### src/rtl/reset_pkg.sv
// Shared definitions for the board reset sequencer.
//   CAUSE_*     : encodings of the sticky reset-cause field
//   seq_state_t : sequencer FSM states
package reset_pkg;

    localparam logic [1:0] CAUSE_POR = 2'b00;
    localparam logic [1:0] CAUSE_BTN = 2'b01;
    localparam logic [1:0] CAUSE_SW  = 2'b10;

    typedef enum logic [1:0] {
        ASSERT  = 2'd0,
        RELEASE = 2'd1,
        RUN     = 2'd2
    } seq_state_t;

endpackage

### src/rtl/button_debounce.sv
// Synchroniser plus debouncer for an asynchronous, bouncy, active-low button.
// Ports:
//   clk      : system clock
//   reset_n  : asynchronous active-low reset (debounced level resets to 1 = released)
//   button_n : raw button input, asynchronous
//   level_n  : debounced, synchronised active-low level
module button_debounce #(
    parameter int unsigned SYNC_STAGES     = 2,
    parameter int unsigned DEBOUNCE_CYCLES = 1024
) (
    input  logic clk,
    input  logic reset_n,
    input  logic button_n,
    output logic level_n
);

    localparam int unsigned   DW      = $clog2(DEBOUNCE_CYCLES + 1);
    localparam logic [DW-1:0] DB_LAST = DW'(DEBOUNCE_CYCLES - 1);

    logic [SYNC_STAGES-1:0] sync_q;
    logic                   synced;
    logic                   level_q;
    logic [DW-1:0]          cnt_q;

    assign synced  = sync_q[SYNC_STAGES-1];
    assign level_n = level_q;

    // The counter tracks how long the synchronised input has disagreed with
    // the current debounced level; any agreement restarts the count.
    always_ff @(posedge clk or negedge reset_n) begin
        if (!reset_n) begin
            sync_q  <= '1;
            level_q <= 1'b1;
            cnt_q   <= '0;
        end else begin
            sync_q <= {sync_q[SYNC_STAGES-2:0], button_n};
            if (synced == level_q) begin
                cnt_q <= '0;
            end else if (cnt_q == DB_LAST) begin
                level_q <= synced;
                cnt_q   <= '0;
            end else begin
                cnt_q <= cnt_q + DW'(1);
            end
        end
    end

endmodule

### src/rtl/reset_sequencer.sv
// Board-level reset generator: holds all resets asserted, then releases them
// one at a time, lowest index first. Records the cause of the last reset.
// Ports:
//   clk          : system clock
//   reset_n      : asynchronous active-low reset (power-on)
//   button_n     : raw active-low push-button
//   sw_reset_req : single-cycle software reset pulse
//   cause_clr    : pulse returning reset_cause to POR
//   rst_out_n    : sequenced active-low reset outputs, bit 0 released first
//   busy         : high while any rst_out_n bit is low
//   reset_cause  : 00 POR, 01 button, 10 software
module reset_sequencer
    import reset_pkg::*;
#(
    parameter int unsigned NUM_OUT         = 3,
    parameter int unsigned HOLD_CYCLES     = 63,
    parameter int unsigned STAGGER_CYCLES  = 16,
    parameter int unsigned DEBOUNCE_CYCLES = 1024,
    parameter int unsigned SYNC_STAGES     = 2
) (
    input  logic               clk,
    input  logic               reset_n,
    input  logic               button_n,
    input  logic               sw_reset_req,
    input  logic               cause_clr,
    output logic [NUM_OUT-1:0] rst_out_n,
    output logic               busy,
    output logic [1:0]         reset_cause
);

    localparam int unsigned CMAX = (HOLD_CYCLES > STAGGER_CYCLES) ? HOLD_CYCLES : STAGGER_CYCLES;
    localparam int unsigned CW   = $clog2(CMAX + 1);
    localparam int unsigned IW   = (NUM_OUT > 1) ? $clog2(NUM_OUT) : 1;

    localparam logic [CW-1:0] HOLD_LAST = CW'(HOLD_CYCLES - 1);
    localparam logic [CW-1:0] STAG_LAST = CW'(STAGGER_CYCLES - 1);
    localparam logic [IW-1:0] IDX_LAST  = IW'(NUM_OUT - 1);

    seq_state_t         state_q, state_d;
    logic [CW-1:0]      cnt_q, cnt_d;
    logic [IW-1:0]      idx_q, idx_d;
    logic [NUM_OUT-1:0] rst_q, rst_d;
    logic [1:0]         cause_q, cause_d;
    logic               busy_q;
    logic               btn_level_n;
    logic               btn_req;
    logic               req;

    button_debounce #(
        .SYNC_STAGES    (SYNC_STAGES),
        .DEBOUNCE_CYCLES(DEBOUNCE_CYCLES)
    ) u_button_debounce (
        .clk     (clk),
        .reset_n (reset_n),
        .button_n(button_n),
        .level_n (btn_level_n)
    );

    assign btn_req = ~btn_level_n;
    assign req     = btn_req | sw_reset_req;

    always_ff @(posedge clk or negedge reset_n) begin
        if (!reset_n) begin
            state_q <= ASSERT;
            cnt_q   <= '0;
            idx_q   <= '0;
            rst_q   <= '0;
            cause_q <= CAUSE_POR;
            busy_q  <= 1'b1;
        end else begin
            state_q <= state_d;
            cnt_q   <= cnt_d;
            idx_q   <= idx_d;
            rst_q   <= rst_d;
            cause_q <= cause_d;
            // busy is registered from the next output value so it falls on
            // the same edge as the last release.
            busy_q  <= ~(&rst_d);
        end
    end

    always_comb begin
        state_d = state_q;
        cnt_d   = cnt_q;
        idx_d   = idx_q;
        rst_d   = rst_q;
        cause_d = cause_q;

        if (btn_req) begin
            cause_d = CAUSE_BTN;
        end else if (sw_reset_req) begin
            cause_d = CAUSE_SW;
        end else if (cause_clr) begin
            cause_d = CAUSE_POR;
        end

        if (req) begin
            state_d = ASSERT;
            cnt_d   = '0;
            idx_d   = '0;
            rst_d   = '0;
        end else begin
            case (state_q)
                ASSERT: begin
                    rst_d = '0;
                    if (cnt_q == HOLD_LAST) begin
                        cnt_d = '0;
                        if (NUM_OUT == 1) begin
                            state_d = RUN;
                            rst_d   = '1;
                        end else begin
                            state_d  = RELEASE;
                            rst_d[0] = 1'b1;
                            idx_d    = IW'(1);
                        end
                    end else begin
                        cnt_d = cnt_q + CW'(1);
                    end
                end
                RELEASE: begin
                    if (cnt_q == STAG_LAST) begin
                        cnt_d = '0;
                        for (int unsigned i = 0; i < NUM_OUT; i++) begin
                            if (IW'(i) == idx_q) begin
                                rst_d[i] = 1'b1;
                            end
                        end
                        if (idx_q == IDX_LAST) begin
                            state_d = RUN;
                        end else begin
                            idx_d = idx_q + IW'(1);
                        end
                    end else begin
                        cnt_d = cnt_q + CW'(1);
                    end
                end
                RUN: begin
                    rst_d = '1;
                end
                default: begin
                    state_d = ASSERT;
                    cnt_d   = '0;
                    rst_d   = '0;
                end
            endcase
        end
    end

    assign rst_out_n   = rst_q;
    assign busy        = busy_q;
    assign reset_cause = cause_q;

endmodule

### config.mk
export PLATFORM = sky130hd
export DESIGN_NAME = reset_sequencer
export DESIGN_NICKNAME = d
export VERILOG_FILES = /design/src/rtl/reset_pkg.sv /design/src/rtl/button_debounce.sv /design/src/rtl/reset_sequencer.sv
export SDC_FILE = /design/constraint.sdc
export NUM_CORES = 1
export LEC_CHECK = 0
export BUFFER_PORTS_ARGS = -buffer_cell sky130_fd_sc_hd__buf_2
export CORE_MARGIN = 4
export CORE_UTILIZATION = 40
export CTS_BUF_LIST = sky130_fd_sc_hd__clkbuf_2
export DETAILED_ROUTE_END_ITERATION = 10
export MAX_ROUTING_LAYER = met4
export PLACE_DENSITY_LB_ADDON = 0.2
export SYNTH_ARGS = -nofsm -noshare
export SYNTH_HDL_FRONTEND = slang
export SYNTH_HIERARCHICAL = 1
export SYNTH_SLANG_ARGS = --single-unit
### constraint.sdc
create_clock -name clk -period 1.62 [get_ports clk]
set_input_delay 0.324 -clock clk [delete_from_list [all_inputs] [get_ports clk]]
set_output_delay 0.324 -clock clk [all_outputs]
set_load 0.05 [all_outputs]
### Word level (Yosys, flattened, before mapping)

Cells that the tools add are included.
Widths: inputs -> output; s select.

| word-level totals | value |
|---|---|
| register bits | 30 |
| bits in latches | 0 |
| bits in writable memories | 0 |
| ROM bits | 0 |
| logic and storage cells | 63 |
| memories | 0 |

| operators by class | value |
|---|---|
| add/subtract/negate cells | 3 |
| multiply operators | 0 |
| div/mod/pow operators | 0 |
| magnitude comparators | 0 |
| equality and inequality tests | 15 |
| shift operators | 0 |
| muxes and demuxes | 25 |
| bitwise logic cells | 4 |
| reduce and logical (&&, ||, !) cells | 7 |

Operator list:

| cell | number |
|---|---|
| $mux 11 | 2 |
| $mux 2 | 10 |
| $mux 6 | 3 |
| $pmux 6 s3 | 1 |
| $ne 3x3->1 const B | 5 |
| $add 11x1->11 const B | 1 |
| $eq 11x10->1 const B | 1 |
| $pmux 3 s3 | 1 |
| $reduce_and 4->1 | 2 |
| $add 6x1->6 const B | 1 |
| $eq 6x4->1 const B | 1 |
| $eq 6x6->1 const B | 1 |
| $mux 3 | 2 |
| $pmux 2 s3 | 1 |
| $eq 2x2->1 const B | 2 |
| $logic_not 2->1 | 2 |
| $mux 1 | 4 |
| $pmux 2 s2 | 1 |
| $not 1->1 | 3 |
| $reduce_and 3->1 | 1 |
| $reduce_bool 3->1 | 1 |
| $add 2x1->2 const B | 1 |
| $eq 1x2->1 const A | 1 |
| $eq 2x1->1 const B | 1 |
| other kinds (5) | 5 |

### Depth between registers and ports, before layout

| logic depth | value |
|---|---|
| depth after elaboration | 7 |
| depth in mapped cells | 5 |
| depth with buffers taken out | 5 |

### Cells and area by module

Netlist, hierarchy kept.

By module, submodules not included:

| module | instances | cells each | area each (sq um) | seq. area each (sq um) |
|---|---|---|---|---|
| reset_sequencer | 1 | 90 | 890.9 | 401.6 |
| button_debounce | 1 | 54 | 641.9 | 354.1 |

### Worst setup path before layout

No wires, ideal clock.

| timing | value |
|---|---|
| kind | flip-flop to flip-flop |
| from | reg, netlist name cnt_q[0] |
| to | reg busy_q (netlist: busy) |
| data arrival time | 1367 ps |
| data required time | 1548 ps |
| slack | 181 ps |
| stages on the path, launching flop included | 6 |
| path through | dfrtp_1 -> ha_1 -> and3_2 -> and3_1 -> o221a_1 -> o21ai_1 |

RTL lines:

| element | RTL line | RTL |
|---|---|---|
| end signal: assignment | reset_sequencer.sv:78 | `busy_q <= ~(&rst_d);` |
| end: declaration | reset_sequencer.sv:44 | `logic busy_q;` |

==> reports/metrics.cfg <==
[power_and_ir_drop]
switching_share_pct=26.50
leakage_nw=0.7494
worst_ir_drop_vdd_mv=0.3419
power.share.combinational_pct=4.0
post-layout-total-power_mw=1.193
switching_power_mw=0.3162
seq_power_share_pct=64.3
internal_power_mw=0.8772
power_density_nw_per_um2=684.2
p_clk_share_pct=31.7

[synth]
syn_inst=144
dominantRegCellSynth=sky130_fd_sc_hd__dfrtp_1
count_of_flip_flops_with_a_built_in_enable_after_synthesis=0
synth_fa_ha_area_share_pct=4.898
count_of_state_elements_after_synthesis=30
synth-xor-area-share_pct=4.000
synth-warning-count=6
netlist-cell-type-count=45
syn_nets=155
synth_compound_area_share_pct=16.73
async_flop_share_pct=100.0
synth_simple_gate_area_share_pct=22.29
ys_seq_area_share_pct=49.31
main_combinational_cell_family_by_area_after_synthesis=simple AND/OR/NAND/NOR gates
syn_area_um2=1533
synth.mux.area_fraction_pct=0.7347
syn_area_per_cell_um2=10.64

[critical_path]
rr_worst_depth=5
worstSetupEndpointType=flop
path_max_fanout=6
r2r_start=cnt_q[0]$_DFFE_PN0N_
timing.rr.end=idx_q[1]$_DFFE_PN0P_
timing.setup.critical_path_class=flop to flop
crit_path_arrival_time_ps=1820
start_kind=flop
worst-endpoint-required_ps=1900
rrSetupSlack_ps=80

[hold_path]
hold_start=cause_clr
hold_path_depth=4
whs_endpoint=reset_cause[0]$_DFFE_PN0P_
min-delay-path-class=primary input to flop

[floorplanning]
io-pin-count=11
die_area_um2=4886
placement_rows=22
core_region_area_um2=3689
die_w_um=69.90
die_height_um=69.90
effective_utilization_at_floorplan_pct=41.55

[global_routing]
grt_first_pass_wirelength_mm=5.402
via_count_of_the_first_global_routing_pass=1140
gr-usage-all-layers_pct=14.43
maximum_number_of_pins_on_one_net_before_global_route_repair=31
antenna_found_initial=0
globalRouteOverflowTotal=0

[placed_design]
pre_cts_slack_ps=72.27
dpl.hpwl_mm=2.138
gp_routability_congestion=0.8464
numPortBuffers=10

[cts]
max-clock-path-buffers=2
tritoncts=yes
cts-root-buf=sky130_fd_sc_hd__clkbuf_2
cts_htree_levels=2
post_cts.repair.setup_buffers=0
clock_buffers_created_by_tritoncts=5
clock_sink_count=30
clock_latency_ps=370
clk_pin_slew_ps=170

[timing]
fin_skew_ps=9.711
period_needed_ps=1544
rsz0062_at_grt=true
achievable-frequency_mhz=647.8
timing.final.setup_violations=0
final_report_hold_violation_count=0
report.final.slew_viol_count=0
tns_ps=0
min_period_over_period_pct=95.29
max-slew-margin-rel_pct=55.67
worst_hold_slack_ps=191.5
worst_pin_slew_ps=665.0
final.setup.worst_slack_ps=76.31

[final_layout]
mostFrequentLayoutCells=sky130_fd_sc_hd__dfrtp_1 (26), sky130_fd_sc_hd__a21oi_1 (11), sky130_fd_sc_hd__nor2_1 (10), sky130_fd_sc_hd__buf_2 (10)
layout.cells.most_common=sky130_fd_sc_hd__dfrtp_1
fillerInstances=356
finish.net_count=177
post_route_cells_drive_above_1_share_pct=25.15
diodes=0
area.growth.synth_to_final_pct=13.80

[routing]
route.detailed.drc=0
postRouteAntennaNets=0
via_count=1185
route.final.wire_length_mm=3.064
initialDrtViolationCount=133
detail_route.vias_per_cell=5.512
drt_pre_antenna_iters=5
routed_wire_length_per_instance_um=14.25

[outcome]
outcome=completed

[job]
maxCapViolCount=0

-- cell usage after synthesis, types with 2 or more instances --
cell type / number / area share [%]
sky130_fd_sc_hd__a21oi_1: 11 / 3.6
sky130_fd_sc_hd__a31oi_1: 3 / 1.2
sky130_fd_sc_hd__and2b_1: 2 / 0.98
sky130_fd_sc_hd__and3_1: 2 / 0.82
sky130_fd_sc_hd__dfrtp_1: 26 / 42
sky130_fd_sc_hd__dfstp_2: 4 / 6.9
sky130_fd_sc_hd__ha_1: 6 / 4.9
sky130_fd_sc_hd__inv_1: 7 / 1.7
sky130_fd_sc_hd__nand2_1: 10 / 2.4
sky130_fd_sc_hd__nand3_1: 9 / 2.9
sky130_fd_sc_hd__nor2_1: 10 / 2.4
sky130_fd_sc_hd__nor2b_1: 2 / 0.82
sky130_fd_sc_hd__nor3_1: 2 / 0.65
sky130_fd_sc_hd__o21a_1: 2 / 0.98
sky130_fd_sc_hd__o21ai_0: 7 / 2.3
sky130_fd_sc_hd__o22ai_1: 2 / 0.82
sky130_fd_sc_hd__o31ai_1: 2 / 0.98
sky130_fd_sc_hd__or3_1: 5 / 2.0
sky130_fd_sc_hd__xnor2_1: 3 / 1.7
sky130_fd_sc_hd__xor2_1: 4 / 2.3
-- how the worst max path moves through the flow --
stage	start	end	slack (ps)	cells past startpoint
4_1_cts	cnt_q[0]$_DFFE_PN0N_	idx_q[1]$_DFFE_PN0P_	40	5
5_1_grt	cnt_q[1]$_DFFE_PN0N_	idx_q[1]$_DFFE_PN0P_	-20	5
2_1_floorplan	cnt_q[0]$_DFFE_PN0N_	busy$_DFF_PN1_	180	5
6_report	cnt_q[0]$_DFFE_PN0N_	idx_q[1]$_DFFE_PN0P_	80	5
3_3_place_gp	u_button_debounce/cnt_q[0]$_DFF_PN0_	u_button_debounce/level_n$_DFFE_PN1P_	100	4
3_5_place_dp	cnt_q[0]$_DFFE_PN0N_	idx_q[1]$_DFFE_PN0P_	70	5
-- routing by layer --
layer	vias up	routed length, um	global-route usage [%]
li1	578	-	-
met1	570	1440	18.84
met2	31	1414	19.94
met3	6	149	5.180
met4	0	59	6.596
met5	-	0	-
-- power groups by stage --
| stage | sequential, mW | clock (mW) | combinational, mW |
|---|---|---|---|
| after global routing | 0.769 | 0.439 | 0.0561 |
| final | 0.767 | 0.378 | 0.0481 |
| after floorplan | 0.779 | 0 | 0.0193 |
| after detailed placement | 0.780 | 0 | 0.0453 |
| after global placement | 0.780 | 0 | 0.0443 |
| after CTS | 0.767 | 0.401 | 0.0495 |
-- final cells by class --
class                      count  area [um2]  share of cell area [%]
clock buffer                   5       25.02                   1.435
clock inverter                 3       16.27                  0.9326
inverter                       7       26.28                   1.506
multi-input combinational    106       760.7                   43.62
sequential                    30       755.7                   43.33
tap                           48       60.06                   3.443
timing repair buffer          16       100.1                   5.739
-- flip-flops by register name, indices dropped and copies added, names as in the netlist --
register	cells
state_q	2
cnt_q	6
u_button_debounce/level_n	1
idx_q	2
rst_out_n	3
busy	1
u_button_debounce/cnt_q	11
u_button_debounce/sync_q	2
reset_cause	2
-- through the flow --
step / area, um2 / cells / utilization (%)
global placement: 1668 / 205 / 45.22
detailed placement: 1668 / 205 / 45.22
CTS: 1729 / 215 / 46.88
finish: 1744 / 215 / 47.29
global route: 1744 / 215 / 47.29
floorplan: 1533 / 144 / -
-- critical path: stages, from the launching register on --
cell and delay, ps:
sky130_fd_sc_hd__dfrtp_1 460, sky130_fd_sc_hd__ha_2 230, sky130_fd_sc_hd__and3_4 220, sky130_fd_sc_hd__nand3_2 130, sky130_fd_sc_hd__a221oi_2 290, sky130_fd_sc_hd__o32ai_1 110
-- kinds of logic after synthesis --
logic type      after synthesis
simple gates                 56
compound gates               36
flops                        30
buf+inv                       8
xor+xnor                      7
fa+ha+maj                     6
mux                           1
-- what timing repair did --
| action | 4_1_cts | 5_1_grt |
|---|---|---|
| endpoints found under the hold margin | 27 | 0 |
| hold buffers | 2 | 0 |
| resized for setup | 0 | 4 |
| endpoints found under the setup margin | 0 | 7 |
Power figures use the tool's default switching activity.
